===== src/rtl/led_pwm_multi_if.sv =====
// Wishbone-style bus bundles for led_pwm_multi.
//
// led_pwm_multi_c_if : controller -> peripheral request
//   stb  strobe, a request is present this cycle
//   we   write enable (1 = write, 0 = read)
//   adr  register address
//   dat  write data
// led_pwm_multi_p_if : peripheral -> controller response
//   ack  one-cycle acknowledge
//   dat  read data, valid only while ack=1, otherwise 0
//
// Modports: master = controller side, slave = peripheral side.

interface led_pwm_multi_c_if;
    logic        stb;
    logic        we;
    logic [7:0]  adr;
    logic [15:0] dat;

    modport master (output stb, we, adr, dat);
    modport slave  (input  stb, we, adr, dat);
endinterface

interface led_pwm_multi_p_if;
    logic        ack;
    logic [15:0] dat;

    modport master (input  ack, dat);
    modport slave  (output ack, dat);
endinterface


===== src/rtl/led_pwm_multi.sv =====
// Multi-channel LED PWM with per-channel target duty and an optional
// linear fade toward the target.
//
// Ports:
//   clk   rising-edge clock
//   rst   asynchronous active-high reset
//   wb_c  bus request (stb, we, adr, dat)
//   wb_p  bus response (ack, dat)
//   led   PWM outputs, bit i = channel i, active-high
//
// Register map: adr 0..CHANNELS-1 = TARGET[i] (BITS wide),
// adr CHANNELS = CTRL {FADE_DIV[7:2], FADE[1], EN[0]}, others read 0.

module led_pwm_multi #(
    parameter int CHANNELS = 3,
    parameter int BITS     = 8
) (
    input  logic                clk,
    input  logic                rst,
    led_pwm_multi_c_if.slave    wb_c,
    led_pwm_multi_p_if.slave    wb_p,
    output logic [CHANNELS-1:0] led
);

    // Last count value of a period (2^BITS-2); the period is 2^BITS-1
    // cycles so that a duty of all-ones keeps the output constantly high.
    localparam logic [BITS-1:0] CNT_LAST = {{(BITS-1){1'b1}}, 1'b0};

    logic [BITS-1:0] cnt;
    logic [5:0]      step_cnt;
    logic [BITS-1:0] target [CHANNELS];
    logic [BITS-1:0] cur    [CHANNELS];
    logic [7:0]      ctrl;
    logic            ack_q;
    logic [15:0]     dat_q;

    logic            en;
    logic            fade;
    logic [5:0]      fade_div;
    logic            wrap;
    logic            take;
    logic            wr;
    logic            step_hit;
    logic [15:0]     rd_data;
    logic            unused_dat;

    assign en       = ctrl[0];
    assign fade     = ctrl[1];
    assign fade_div = ctrl[7:2];

    // Bus handshake: a request is taken in any cycle with stb=1 and ack=0;
    // ack rises in the following cycle for exactly one cycle, carrying read
    // data, so a continuously held stb is serviced every other cycle.
    // Writes commit on the same edge that raises ack.
    assign take = wb_c.stb & ~ack_q;
    assign wr   = take & wb_c.we;
    assign wrap = (cnt == CNT_LAST);
    // A fade step happens on a wrap once the wrap counter has reached the divider.
    assign step_hit = wrap & fade & (step_cnt == fade_div);

    assign unused_dat = ^wb_c.dat;

    always_comb begin
        rd_data = '0;
        for (int i = 0; i < CHANNELS; i++) begin
            if (wb_c.adr == 8'(i)) begin
                rd_data = 16'(target[i]);
            end
        end
        if (wb_c.adr == 8'(CHANNELS)) begin
            rd_data = {8'h00, ctrl};
        end
    end

    assign wb_p.ack = ack_q;
    assign wb_p.dat = dat_q;

    always_ff @(posedge clk or posedge rst) begin
        if (rst) begin
            cnt      <= '0;
            step_cnt <= '0;
            ctrl     <= '0;
            ack_q    <= 1'b0;
            dat_q    <= '0;
            led      <= '0;
            for (int i = 0; i < CHANNELS; i++) begin
                target[i] <= '0;
                cur[i]    <= '0;
            end
        end else begin
            cnt   <= wrap ? '0 : cnt + BITS'(1);
            ack_q <= take;
            dat_q <= take ? rd_data : '0;

            if (wrap) begin
                if (!fade || step_hit) begin
                    step_cnt <= '0;
                end else begin
                    step_cnt <= step_cnt + 6'd1;
                end
            end

            if (wr && wb_c.adr == 8'(CHANNELS)) begin
                ctrl <= wb_c.dat[7:0];
            end

            for (int i = 0; i < CHANNELS; i++) begin
                led[i] <= (cnt < cur[i]) & en;
                // CUR only moves at the period boundary so a running
                // period is never cut short. A TARGET written in the wrap
                // cycle is not seen here because target[] updates on the
                // same edge.
                if (wrap) begin
                    if (!fade) begin
                        cur[i] <= target[i];
                    end else if (step_hit) begin
                        if (cur[i] < target[i]) begin
                            cur[i] <= cur[i] + BITS'(1);
                        end else if (cur[i] > target[i]) begin
                            cur[i] <= cur[i] - BITS'(1);
                        end
                    end
                end
                if (wr && wb_c.adr == 8'(i)) begin
                    target[i] <= wb_c.dat[BITS-1:0];
                end
            end
        end
    end

endmodule

===== src/flat_wrapper.sv =====
// flat-port wrapper written by rule: the top's interface ports become plain ports
module led_pwm_multi_flat 
#(
    parameter int CHANNELS = 3,
    parameter int BITS     = 8
)
  (clk, rst, led, wb_c_stb, wb_c_we, wb_c_adr, wb_c_dat, wb_p_ack, wb_p_dat);
  led_pwm_multi_c_if wb_c_i ();
  led_pwm_multi_p_if wb_p_i ();
  input  logic clk;
  input  logic rst;
  output logic [CHANNELS-1:0] led;
  input wire logic [$bits(wb_c_i.stb)-1:0] wb_c_stb;
  input wire logic [$bits(wb_c_i.we)-1:0] wb_c_we;
  input wire logic [$bits(wb_c_i.adr)-1:0] wb_c_adr;
  input wire logic [$bits(wb_c_i.dat)-1:0] wb_c_dat;
  output wire logic [$bits(wb_p_i.ack)-1:0] wb_p_ack;
  output wire logic [$bits(wb_p_i.dat)-1:0] wb_p_dat;
  assign wb_c_i.stb = wb_c_stb;
  assign wb_c_i.we = wb_c_we;
  assign wb_c_i.adr = wb_c_adr;
  assign wb_c_i.dat = wb_c_dat;
  assign wb_p_ack = wb_p_i.ack;
  assign wb_p_dat = wb_p_i.dat;
  led_pwm_multi #(.CHANNELS(CHANNELS), .BITS(BITS)) u_core (.clk(clk), .rst(rst), .wb_c(wb_c_i), .wb_p(wb_p_i), .led(led));
endmodule

===== config.mk =====
export PLATFORM = sky130hd
export DESIGN_NAME = led_pwm_multi_flat
export DESIGN_NICKNAME = d
export VERILOG_FILES = /design/src/rtl/led_pwm_multi_if.sv /design/src/rtl/led_pwm_multi.sv /design/src/flat_wrapper.sv
export SDC_FILE = /design/constraint.sdc
export NUM_CORES = 1
export LEC_CHECK = 0
export BUFFER_PORTS_ARGS = -buffer_cell sky130_fd_sc_hd__buf_2
export CAP_MARGIN = 20
export CORE_MARGIN = 2
export CORE_UTILIZATION = 55
export CTS_CLUSTER_SIZE = 40
export DETAILED_ROUTE_END_ITERATION = 12
export PLACE_DENSITY = 0.77
export SYNTH_ARGS = -nofsm -noshare
export SYNTH_HDL_FRONTEND = slang
export SYNTH_SLANG_ARGS = --single-unit

===== constraint.sdc =====
create_clock -name clk -period 3 [get_ports clk]
set_input_delay 0.45 -clock clk [delete_from_list [all_inputs] [get_ports clk]]
set_output_delay 0.45 -clock clk [all_outputs]
set_load 0.03 [all_outputs]

==> qor.yml <==
layout:
  num_antenna_cells: 0
  stdcell_area_um2: 7416
  area_growth_pct: 26.73
  fin_cells: 852
  fillers: 665
  final_cell_mix: "buf_4, dfrtp_1, nand2_1"
  fin_util: 0.7183
  layout_commonest_cell: "buf_4"
  final_net_count: 812
  drive_gt1_frac: 0.3450
synth:
  synth-seq-cells: 82
  ys_seq_area_frac: 0.3507
  ys.flop_type: "dfrtp_1"
  synth_cell_types: 55
  syn_inst: 589
  synth_area_per_cell_um2: 9.935
  async_reset_ff_frac: 1.000
  synth-edff-count: 0
  yosys_warnings: 0
  synth_area_um2: 5852
clock_network:
  cts_sinks: 82
  cts-hold-fix-buffers: 0
  cts.path.max_buffers: 2
  cts_buffers: 9
  cts_root_buffer: "clkbuf_8"
  path_clk_slew_ns: 0.09
  insertion_delay_ns: 0.37
  ctsHtreeMaxLevel: 3
  tritoncts: "done"
placed_design:
  portBuffers: 31
  gp_congestion: 0.8978
  numPlacedInstances: 814
  dp_hpwl_um: 11390
  dp_slack_ns: -0.1226
  postPlaceCellArea_um2: 6624
floorplanning:
  initial_utilization: 0.5668
  core-area_um2: 10320
  pin_count: 48
  dieArea_um2: 11480
  die_x_um: 107.2
  rows: 37
  die_y_um: 107.2
timing:
  hold_viol: 0
  setup_viol: 3
  min_period_ns: 3.191
  max_slew_margin: 0.5374
  fmax_mhz: 313.4
  post-route-period-util: 1.064
  rsz0062_at_grt: "yes"
  layout_setup_ws_ns: -0.1906
  fin_hold_ws_ns: 0.04800
  drv_slew: 0
  finClkSkew_ns: 0.006156
  tightest_slew_ns: 0.6924
worst_hold_path:
  hold_class: "in -> async"
global_route:
  grt_max_degree: 54
  grt_pass1_vias: 5159
  grt-ovfl-total: 0
  grt_pass1_wl_um: 25990
  antenna_found_initial: 0
  grtUsageTotal: 0.2951
status:
  violations: "setup timing"
  status: "complete, but fails checks"
worst_setup_path:
  r2r_slack_ns: -0.19
  cpMaxStageDelayCell: "dfrtp_1"
  cp_slowest_stage_delay_ns: 0.40
  critPathArrivalTime_ns: 3.44
  worstPathCellList: "inv_2 -> ha_4 -> nor2b_4 -> o211ai_1 -> a21o_1 -> nand2_4 -> ha_4 -> or3_1 -> o211ai_1 -> and3b_2 -> o2111a_1 -> or3_1"
  path_max_fanout: 8
  reg2reg_depth: 12
  startpoint_type: "register"
  timing.rr.start: "u_core.target[17]"
  r2r-end: "u_core.cur[23]"
  cp.required_ns: 3.25
  critPathKind: "reg -> reg"
  cp-end-kind: "register"
flow_run:
  drv_cap: 0
detailed_routing:
  drc: 0
  drtIter0Drc: 390
  vias: 5074
  dr.pass1.iters: 6
  wl_per_cell_um: 19.21
  finalWirelength_um: 16360
  ant_nets: 0
  viasPerCell: 5.955
pwr:
  powerDensity_nw_per_um2: 308.7
  power_leakage_uw: 0.003511
  ir_drop_mv: 0.1661
==> per-stage QoR <==
stage	setup TNS, ns	power, uW
3_5_place_dp	-0.4428	1423
5_1_grt	-0.7629	2359
4_1_cts	-0.06822	2239
3_3_place_gp	-0.09591	1409
2_1_floorplan	0	1320
6_report	-0.2523	2289
==> critical path, delay by kind of cell (launching register included) <==
family                   cells  cell delay [ns]
AND/OR/NAND/NOR              5             1.25
AO/OA/AOI/OAI                4             0.89
adder cells (fa/ha/maj)      2             0.45
flip-flops                   1             0.40
buffers and inverters        1             0.09
==> layer usage <==
metal,routed length [um],global-route usage,vias up
li1,-,-,2336
met1,6674,0.3620,2499
met3,822,0.04438,57
met4,742,0.1633,0
met5,0,0,-
met2,8125,0.4973,182
==> worst max-delay path by stage <==
stage                       from              to  slack [ns]  cells past startpoint
5_1_grt        u_core.target[17]  u_core.cur[23]       -0.30                     12
6_report       u_core.target[17]  u_core.cur[23]       -0.19                     12
3_5_place_dp       u_core.cur[1]   u_core.cur[7]       -0.12                     12
3_3_place_gp       u_core.cur[1]   u_core.cur[7]       -0.06                     12
2_1_floorplan      u_core.cur[1]   u_core.cur[7]        0.02                     11
4_1_cts        u_core.target[17]  u_core.cur[23]       -0.03                     13
==> layout make-up <==
class	count	area (um^2)	area share
Clock buffer	10	137.6	0.01856
Clock inverter	5	55.05	0.007424
Inverter	55	207.7	0.02801
Multi-Input combinational cell	438	3891	0.5247
Sequential cell	82	2053	0.2769
Tap cell	136	170.2	0.02295
Timing Repair Buffer	126	900.9	0.1215
==> repair_timing <==
item | 4_1_cts | 5_1_grt
pin swaps | 22 | 33
buffers inserted | 13 | 9
setup endpoints to repair | 5 | 7
gates resized for setup | 27 | 37
==> synthesized netlist by cell type, types with 4 or more instances <==
cell        n  share of area
o21ai_2     9          0.013
dfrtp_1    82           0.35
inv_1      55          0.035
mux4_2      7          0.027
nand2_1    66          0.042
nor2_1     17          0.011
xnor2_1     8          0.012
mux2i_1    13          0.022
nand4_1     7         0.0075
a21oi_1    17          0.015
o21ai_0    22          0.019
buf_2       7         0.0060
o211ai_1    4         0.0051
nand3b_1    8          0.010
nor3_1     12          0.010
o21ai_1    12          0.010
a21o_1     14          0.018
or3_1       6         0.0064
ha_1       69           0.15
mux2_2     25          0.048
o2111ai_1   4         0.0060
xor2_1     18          0.027
nor2b_1    14          0.015
nand3_1    17          0.015
a211oi_1    6         0.0077
buf_4       8          0.010
==> registers in the layout, indices dropped and copies added, names as in the netlist <==
| register | count |
|---|---|
| u_core.cnt | 8 |
| u_core.ctrl | 8 |
| u_core.cur | 24 |
| u_core.led | 3 |
| u_core.step_cnt | 6 |
| u_core.target | 24 |
| u_core.wb_p.ack | 1 |
| u_core.wb_p.dat | 8 |
==> report_power, final <==
part	internal, uW	switching, uW
Clock	400	425
Combinational	156	182
Sequential	1120	10.4
Total	1670	618
==> cells by family (layout without fill, tap and decap cells) <==
logic type / after synthesis / after routing / share of synthesized area
simple gates: 163 / 163 / 0.1400
compound gates: 123 / 123 / 0.1510
flops: 82 / 82 / 0.3507
buf+inv: 76 / 196 / 0.05923
fa+ha+maj: 72 / 72 / 0.1578
mux: 46 / 46 / 0.1018
xor+xnor: 26 / 26 / 0.03891
other cells: 1 / 8 / 0.0006408
(Power assumes the default switching activity.)
